[src/rtl/ddr_cmd_decoder.sv]
// ddr_cmd_decoder: turns one rank's raw DDR4 command/address pins into
// registered one-cycle per-bank and rank-wide strobes, and tracks open
// banks, per-bank active rows and the rank power state driven by CKE.
// There is no valid/ready handshake: a command is consumed on the edge
// where it is sampled and every result appears exactly one cycle later.
module ddr_cmd_decoder #(
  parameter  int BGWIDTH   = 2,
  parameter  int BAWIDTH   = 2,
  parameter  int ADDRWIDTH = 17,
  localparam int BIW       = BGWIDTH + BAWIDTH,
  localparam int NB        = 1 << BIW
) (
  input  logic                 clk,
  input  logic                 rst,
  input  logic                 cke,
  input  logic                 cs_n,
  input  logic                 act_n,
  input  logic [BGWIDTH-1:0]   bg,
  input  logic [BAWIDTH-1:0]   ba,
  input  logic [ADDRWIDTH-1:0] A,
  output logic [NB-1:0]        ACT,
  output logic [NB-1:0]        RD,
  output logic [NB-1:0]        RDA,
  output logic [NB-1:0]        WR,
  output logic [NB-1:0]        WRA,
  output logic [NB-1:0]        PR,
  output logic [NB-1:0]        PRA,
  output logic                 REF,
  output logic                 SRF,
  output logic                 PD,
  output logic                 PDX,
  output logic                 CKEH,
  output logic                 CKEL,
  output logic                 MRW,
  output logic [BIW-1:0]       bankidx,
  output logic [ADDRWIDTH-1:0] rowaddr,
  output logic [9:0]           coladdr,
  output logic [NB-1:0]        openbanks,
  output logic [1:0]           pstate,
  output logic                 cmd_err
);

  typedef enum logic [1:0] {
    PS_ACTIVE  = 2'd0,
    PS_PWRDN   = 2'd1,
    PS_SELFREF = 2'd2
  } pstate_t;

  // Registered state and outputs
  pstate_t              r_state;
  logic                 r_cke_q;
  logic [NB-1:0]        r_act, r_rd, r_rda, r_wr, r_wra, r_pr, r_pra;
  logic                 r_ref, r_srf, r_pd, r_pdx, r_ckeh, r_ckel, r_mrw, r_err;
  logic [BIW-1:0]       r_bankidx;
  logic [ADDRWIDTH-1:0] r_rowaddr;
  logic [9:0]           r_coladdr;
  logic [NB-1:0]        r_openbanks;
  logic [ADDRWIDTH-1:0] r_row [NB];

  // Decode helpers
  logic                 w_fall, w_rise, w_valid, w_idle, w_is_ref;
  logic [2:0]           w_op;
  logic [BIW-1:0]       w_bank;

  // Power FSM next-state / pulses
  pstate_t              w_state_nxt;
  logic                 w_srf, w_pd, w_pdx, w_ckeh, w_ckel, w_pwr_err, w_exec;

  // Command decode next values
  logic [NB-1:0]        w_act, w_rd, w_rda, w_wr, w_wra, w_pr, w_pra;
  logic                 w_ref, w_mrw, w_cmd_err, w_row_we;
  logic [BIW-1:0]       w_bankidx_nxt;
  logic [ADDRWIDTH-1:0] w_rowaddr_nxt;
  logic [9:0]           w_coladdr_nxt;
  logic [NB-1:0]        w_open_nxt;

  // CKE edges are seen against the registered copy; a command is only
  // legal while the previous-cycle CKE was high.
  assign w_fall   = r_cke_q & ~cke;
  assign w_rise   = ~r_cke_q & cke;
  assign w_valid  = ~cs_n & r_cke_q;
  assign w_op     = A[ADDRWIDTH-1 -: 3];
  assign w_bank   = {bg, ba};
  assign w_idle   = ~w_valid | (act_n & (w_op == 3'b111));
  assign w_is_ref = w_valid & act_n & (w_op == 3'b001);

  // Power-state next-state logic; commands only execute in ACTIVE without a CKE fall
  always_comb begin
    w_state_nxt = r_state;
    w_srf       = 1'b0;
    w_pd        = 1'b0;
    w_pdx       = 1'b0;
    w_ckeh      = 1'b0;
    w_ckel      = 1'b0;
    w_pwr_err   = 1'b0;
    w_exec      = 1'b0;
    case (r_state)
      PS_ACTIVE: begin
        if (w_fall) begin
          w_ckel = 1'b1;
          if (w_is_ref && (r_openbanks == '0)) begin
            w_state_nxt = PS_SELFREF;
            w_srf       = 1'b1;
          end else begin
            // Any real command riding a CKE fall is dropped and flagged
            w_state_nxt = PS_PWRDN;
            w_pd        = 1'b1;
            w_pwr_err   = ~w_idle;
          end
        end else begin
          w_exec = 1'b1;
        end
      end
      PS_PWRDN: begin
        if (w_rise) begin
          w_state_nxt = PS_ACTIVE;
          w_pdx       = 1'b1;
          w_ckeh      = 1'b1;
        end
      end
      PS_SELFREF: begin
        if (w_rise) begin
          w_state_nxt = PS_ACTIVE;
          w_ckeh      = 1'b1;
        end
      end
      default: w_state_nxt = PS_ACTIVE;
    endcase
  end

  // Command decode and bank bookkeeping for the current cycle
  always_comb begin
    w_act         = '0;
    w_rd          = '0;
    w_rda         = '0;
    w_wr          = '0;
    w_wra         = '0;
    w_pr          = '0;
    w_pra         = '0;
    w_ref         = 1'b0;
    w_mrw         = 1'b0;
    w_cmd_err     = 1'b0;
    w_row_we      = 1'b0;
    w_bankidx_nxt = r_bankidx;
    w_rowaddr_nxt = r_rowaddr;
    w_coladdr_nxt = r_coladdr;
    w_open_nxt    = r_openbanks;
    if (w_exec && w_valid) begin
      if (!act_n) begin
        // ACT to an open bank is forwarded as-is (RowClone downstream)
        w_act[w_bank]      = 1'b1;
        w_open_nxt[w_bank] = 1'b1;
        w_row_we           = 1'b1;
        w_bankidx_nxt      = w_bank;
      end else begin
        case (w_op)
          3'b000: w_mrw = 1'b1;
          3'b001: begin
            if (r_openbanks != '0) w_cmd_err = 1'b1;
            else                   w_ref     = 1'b1;
          end
          3'b010: begin
            if (A[10]) begin
              w_pra      = '1;
              w_open_nxt = '0;
            end else begin
              w_pr[w_bank]       = 1'b1;
              w_open_nxt[w_bank] = 1'b0;
              w_bankidx_nxt      = w_bank;
            end
          end
          3'b100, 3'b101: begin
            if (r_openbanks[w_bank]) begin
              w_bankidx_nxt = w_bank;
              w_coladdr_nxt = A[9:0];
              w_rowaddr_nxt = r_row[w_bank];
              if (A[10]) w_open_nxt[w_bank] = 1'b0;
              case ({w_op[0], A[10]})
                2'b00:   w_wr[w_bank]  = 1'b1;
                2'b01:   w_wra[w_bank] = 1'b1;
                2'b10:   w_rd[w_bank]  = 1'b1;
                default: w_rda[w_bank] = 1'b1;
              endcase
            end else begin
              w_cmd_err = 1'b1;
            end
          end
          default: ;
        endcase
      end
    end
  end

  // Output, bookkeeping and power-state registers
  always_ff @(posedge clk) begin
    if (rst) begin
      r_state     <= PS_ACTIVE;
      r_cke_q     <= 1'b1;
      r_act       <= '0;
      r_rd        <= '0;
      r_rda       <= '0;
      r_wr        <= '0;
      r_wra       <= '0;
      r_pr        <= '0;
      r_pra       <= '0;
      r_ref       <= 1'b0;
      r_srf       <= 1'b0;
      r_pd        <= 1'b0;
      r_pdx       <= 1'b0;
      r_ckeh      <= 1'b0;
      r_ckel      <= 1'b0;
      r_mrw       <= 1'b0;
      r_err       <= 1'b0;
      r_bankidx   <= '0;
      r_rowaddr   <= '0;
      r_coladdr   <= '0;
      r_openbanks <= '0;
    end else begin
      r_state     <= w_state_nxt;
      r_cke_q     <= cke;
      r_act       <= w_act;
      r_rd        <= w_rd;
      r_rda       <= w_rda;
      r_wr        <= w_wr;
      r_wra       <= w_wra;
      r_pr        <= w_pr;
      r_pra       <= w_pra;
      r_ref       <= w_ref;
      r_srf       <= w_srf;
      r_pd        <= w_pd;
      r_pdx       <= w_pdx;
      r_ckeh      <= w_ckeh;
      r_ckel      <= w_ckel;
      r_mrw       <= w_mrw;
      r_err       <= w_cmd_err | w_pwr_err;
      r_bankidx   <= w_bankidx_nxt;
      r_rowaddr   <= w_rowaddr_nxt;
      r_coladdr   <= w_coladdr_nxt;
      r_openbanks <= w_open_nxt;
    end
  end

  // Per-bank active row storage, written by ACT
  always_ff @(posedge clk) begin
    if (rst) begin
      for (int i = 0; i < NB; i++) r_row[i] <= '0;
    end else if (w_row_we) begin
      r_row[w_bank] <= A;
    end
  end

  assign ACT       = r_act;
  assign RD        = r_rd;
  assign RDA       = r_rda;
  assign WR        = r_wr;
  assign WRA       = r_wra;
  assign PR        = r_pr;
  assign PRA       = r_pra;
  assign REF       = r_ref;
  assign SRF       = r_srf;
  assign PD        = r_pd;
  assign PDX       = r_pdx;
  assign CKEH      = r_ckeh;
  assign CKEL      = r_ckel;
  assign MRW       = r_mrw;
  assign cmd_err   = r_err;
  assign bankidx   = r_bankidx;
  assign rowaddr   = r_rowaddr;
  assign coladdr   = r_coladdr;
  assign openbanks = r_openbanks;
  assign pstate    = r_state;

endmodule

[config.mk]
export PLATFORM = sky130hd
export DESIGN_NAME = ddr_cmd_decoder
export DESIGN_NICKNAME = d
export VERILOG_FILES = /design/src/rtl/ddr_cmd_decoder.sv
export SDC_FILE = /design/constraint.sdc
export NUM_CORES = 1
export LEC_CHECK = 0
export ABC_AREA = 0
export ABC_CLOCK_PERIOD_IN_PS = 5800
export BUFFER_PORTS_ARGS = -buffer_cell sky130_fd_sc_hd__buf_2
export CORE_ASPECT_RATIO = 1.75
export CORE_MARGIN = 5
export CORE_UTILIZATION = 40
export CTS_BUF_LIST = sky130_fd_sc_hd__clkbuf_8
export DETAILED_ROUTE_END_ITERATION = 10
export GPL_TIMING_DRIVEN = 0
export HOLD_SLACK_MARGIN = 0.03
export PLACE_DENSITY = 0.69
export SYNTH_ARGS = -nofsm -noshare
export SYNTH_HDL_FRONTEND = slang
export SYNTH_SLANG_ARGS = --single-unit
[constraint.sdc]
create_clock -name clk -period 5.8 [get_ports clk]
set_clock_uncertainty 0.2 [all_clocks]
set_input_delay 0.29 -clock clk [delete_from_list [all_inputs] [get_ports clk]]
set_output_delay 0.29 -clock clk [all_outputs]
set_load 0.1 [all_outputs]
* After elaboration in Yosys (flattened, before gate mapping) *
Memory sizes are Yosys's and may differ from the RTL's. A register that Yosys moved wholly into a read port is not among the register bits.
Index checks and enable logic that the tools add are counted.
W data, S select, Z words.

storage, ports and cells
  register bits = 153
  memory bits (writable) = 272
  output and inout port bits = 169
  word-level logic and storage cells = 139
  memories kept = 1

memories
  name   depth  width  rd ports  clocked after Yosys merged registers in  wr ports  RTL line  source
  r_row  16     17     1         1                                        16        58        logic [ADDRWIDTH-1:0] r_row [NB];

cells by class
  $lt $le $gt $ge = 2
  eq/ne operators = 15
  multiplexer cells = 44
  bitwise gates (word level) = 29
  reduce and logical (&&, ||, !) cells = 28

operators by type and width
  cell                  count
  $mux W16              5
  $pmux W16 S2          1
  $mux W1               25
  $not A1 Y1            18
  $reduce_or A6 Y1      3
  $mux W17              1
  $reduce_or A17 Y1     1
  $and A16 B16 Y16      1
  $logic_not A16 Y1     1
  $mux W4               4
  $not A16 Y16          1
  $or A16 B16 Y16       1
  $reduce_bool A16 Y1   1
  $reduce_and A4 Y1     3
  $reduce_or A2 Y1      5
  $eq A3 B3 Y1 const B  3
  $ne A3 B3 Y1 const B  3
  $reduce_or A3 Y1      3
  $pmux W4 S2           1
  $reduce_or A4 Y1      2
  $reduce_or A8 Y1      1
  $and A1 B1 Y1         6
  $mux W2               3
  $lt A4 B5 Y1 const B  1
  other kinds (18)      24

* Logic depth before layout (Yosys ltp) *
  depth in word-level cells = 11
  mapped depth = 9
  depth with buffers taken out = 7

* Least setup slack after synthesis *
OpenSTA, ideal clock, no wires.

  path kind = flip-flop to flip-flop
  start = reg r_state[1] (netlist: pstate[1])
  end = mem r_row[11][0], enable pin
  library setup time = 293 ps
  arrival time = 2713 ps
  setup slack = 2594 ps
  cell stages (with the launch flop) = 9
  period minus slack after synthesis = 3206 ps
  cell sequence = dfxtp_1 inv_1 ha_1 nand4b_1 or3_1 clkbuf_1 clkbuf_1 nor2_1 or2_2

RTL lines
  what                      RTL line  source
  start: declaration        50        pstate_t r_state;
  start signal: assignment  219       r_state <= w_state_nxt;
  end: declaration          58

==> flow_summary.ini <==
[worst_setup_path]
crit_type = reg2reg
reg2regPathDepth = 8
crit_end = r_row[13][8]$_SDFFCE_PN0P_
crit_path_end_kind = flop
cp-startpoint = pstate[0]$_SDFFE_PP0P_
required_ns = 5.85
path_cells = inv_1 -> ha_1 -> nand4b_1 -> or3_1 -> clkbuf_1 -> clkbuf_1 -> nor2_1 -> or2_2
cp_data_arrival_time_ns = 3.91
cpMostUsedCell = clkbuf_1
path_delay_family = simple AND/OR/NAND/NOR gates
slowest_stage = nor2_1
path_depth = 8
path_max_fanout = 17
start_kind = flop
reg2reg_from = pstate[0]$_SDFFE_PP0P_
cp_slowest_stage_delay_ns = 0.65
path_buf_inv = 3
reg2reg_to = r_row[13][8]$_SDFFCE_PN0P_
rrSetupSlack_ns = 1.94

[clocking]
clock_path_buffers = 3
ctsHoldBuffers = 26
cts_root_buffer = clkbuf_8
clk_latency_ns = 0.62
post-cts-setup-buffers = 0
cts_tree = yes
cts.sinks = 427
ctsHtreeMaxLevel = 2
numCtsBuffers = 55
clkTransAtPathRegs_ns = 0.07
cts.repair.resized = 0

[yosys]
yosysUniqueCellTypes = 44
synth_ff_type = edfxtp_1
ys_seq_elements = 427
netlist_area_um2 = 17400
yosysWarnings = 0
async_flop_share_pct = 0
synth_nets = 1332
synth_edf_count = 272
seq_area_frac_synth_pct = 64.8
synth_area_per_cell_um2 = 13.3
syn_inst = 1304

[sta]
maxSlewHeadroom_pct = 28.9
fin_setup_tns_ns = 0
min_period_ns = 3.86
setup_viol = 0
worst_slew_pin_slew_ns = 1.07
rsz0062_at_grt = false
slew_viol_final = 0
fmax_ghz = 0.259
hold_viol = 0
fin_crit_sh_pct = 66.6

[global_route]
grt_pass1_vias = 12003
grt_pass1_wl_um = 70200
grt_overflow = 0
grt_util_all_layers_pct = 18.9
grt_max_degree = 18
antenna_found_initial = 1

[detailed_routing]
drt_iter0_drc = 702
routed_wl_um = 45900
via_per_inst = 5.17
wire_per_inst_um = 20.9
first_pass_iters = 5
routed-via-count = 11325
drcViolationCount = 0
drtAntennaViolNets = 0

[die]
die_h_um = 286
placeableCoreArea_um2 = 43200
die_w_um = 168
ios = 195
initial_core_util_pct = 40.3
num_rows = 101
design.die.area_um2 = 47900

[placement]
hpwl_um = 34600
portBuffers = 190
dp.cells = 2060
gp_congestion = 0.849

[hold_path]
min_path_type = in2reg

[cells_and_area]
area_growth_pct = 17.4
drive_above_1_share_pct = 23.8
layout_common_cells = edfxtp_1, and2_1, buf_2, dfxtp_1, nor2_1
finalNetCount = 1605
layout_commonest_cell = edfxtp_1
fillCellCount = 3833
finalNonFillerCells = 2191

[run]
maxCapViolCount = 0

[power]
ir_drop_mv = 0.174
powerDensity_nw_per_um2 = 290
p_leak_uw = 0.00802

[status]
status = finished, final reports clean
[synth_stat cells (2+ instances only)]
| cell type | number | area share (%) |
|---|---|---|
| o211ai_1 | 14 | 0.60 |
| nor4bb_1 | 2 | 0.12 |
| nor2b_1 | 7 | 0.25 |
| dfxtp_1 | 155 | 18 |
| a221oi_1 | 17 | 0.86 |
| a21o_1 | 17 | 0.73 |
| and3_1 | 2 | 0.072 |
| a22o_1 | 17 | 0.86 |
| and2_1 | 259 | 9.3 |
| buf_1 | 6 | 0.13 |
| mux2i_1 | 11 | 0.63 |
| and4_1 | 2 | 0.10 |
| inv_1 | 5 | 0.11 |
| nand3_1 | 34 | 0.98 |
| nand2b_1 | 14 | 0.50 |
| ha_1 | 2 | 0.14 |
| a22oi_1 | 2 | 0.086 |
| nor2_1 | 125 | 2.7 |
| buf_2 | 11 | 0.32 |
| nor4_1 | 6 | 0.22 |
| buf_6 | 3 | 0.19 |
| edfxtp_1 | 272 | 47 |
| nand4_1 | 2 | 0.072 |
| nor3_1 | 21 | 0.60 |
| mux4_2 | 69 | 8.9 |
| a21oi_1 | 62 | 1.8 |
| nand2_1 | 20 | 0.43 |
| or2_2 | 16 | 0.58 |
| o21bai_1 | 16 | 0.69 |
| clkbuf_1 | 79 | 1.7 |
| or3_1 | 7 | 0.25 |
| buf_4 | 17 | 0.73 |
[metrics by stage]
stage               total power, uW  area [um2]  hold WS (ns)  setup slack [ns]  utilization (%)
global route                   6130       20400         0.132              1.83             47.3
floorplan                      3640       17400         0.200              2.59                -
detailed placement             3780       19100         0.259              1.78             44.1
global placement               3760       19100         0.253              1.89             44.1
CTS                            5980       20400        0.0542              2.04             47.3
finish                         5930       20400         0.133              1.94             47.3
[layout make-up]
type	count	area [um2]	area share [%]
clock buffers	64	881	4.31
repair buffers	216	1210	5.93
flip-flops and latches	427	11300	55.1
clock inverters	40	230	1.13
inverters	6	22.5	0.110
multi-input cells	755	5580	27.3
well taps	566	708	3.46
plain buffers	116	536	2.62
diodes	1	2.50	0.0122
[layer usage]
layer / wire, um / up-vias / part of all wire (%) / global-route usage, %
li1: - / 5245 / - / -
met1: 15200 / 5573 / 33 / 18.8
met2: 26400 / 405 / 58 / 37.9
met3: 2570 / 102 / 5.6 / 3.18
met4: 1690 / 0 / 3.7 / 7.90
met5: 0 / - / 0 / 0
[worst min-delay path: cells and delay by family]
| kind | cells | cell delay [ns] |
|---|---|---|
| simple gates | 3 | 0.50 |
| buf+inv | 1 | 0.12 |
[worst min path at each step]
stage                                              to               startpoint  depth (start not counted)
after global placement        coladdr[1]$_SDFFE_PP0P_  coladdr[1]$_SDFFE_PP0P_                          2
after CTS                 r_row[14][10]$_SDFFCE_PN0P_                    A[10]                          3
after floorplan                    r_cke_q$_SDFF_PP1_                      cke                          2
final                                   PD$_SDFF_PP0_                    act_n                          4
after detailed placement      rowaddr[7]$_SDFFE_PP0P_  rowaddr[7]$_SDFFE_PP0P_                          2
after global routing                    PD$_SDFF_PP0_                    act_n                          4
[sequential cells by signal, indices dropped and copies added (netlist names), 2 cells and up]
signal,flops
ACT,16
PR,16
RD,16
RDA,16
WR,16
WRA,16
bankidx,4
coladdr,10
openbanks,16
pstate,2
r_row,272
rowaddr,17
[report_power, final]
part	switching [uW]	internal (uW)
Sequential	22.4	3290
Combinational	271	135
Clock	1100	1100
Total	1400	4530
[cell families (layout without fill, tap and decap cells)]
kind of cell / Yosys count / after routing / share of synthesized area, %
mux: 81 / 81 / 9.63
compound gates: 150 / 150 / 5.88
fa+ha+maj: 2 / 2 / 0.144
other cells: 0 / 1 / 0
buf+inv: 122 / 442 / 3.21
flops: 427 / 427 / 64.8
simple gates: 522 / 522 / 16.4
Power figures use the tool's default switching activity.
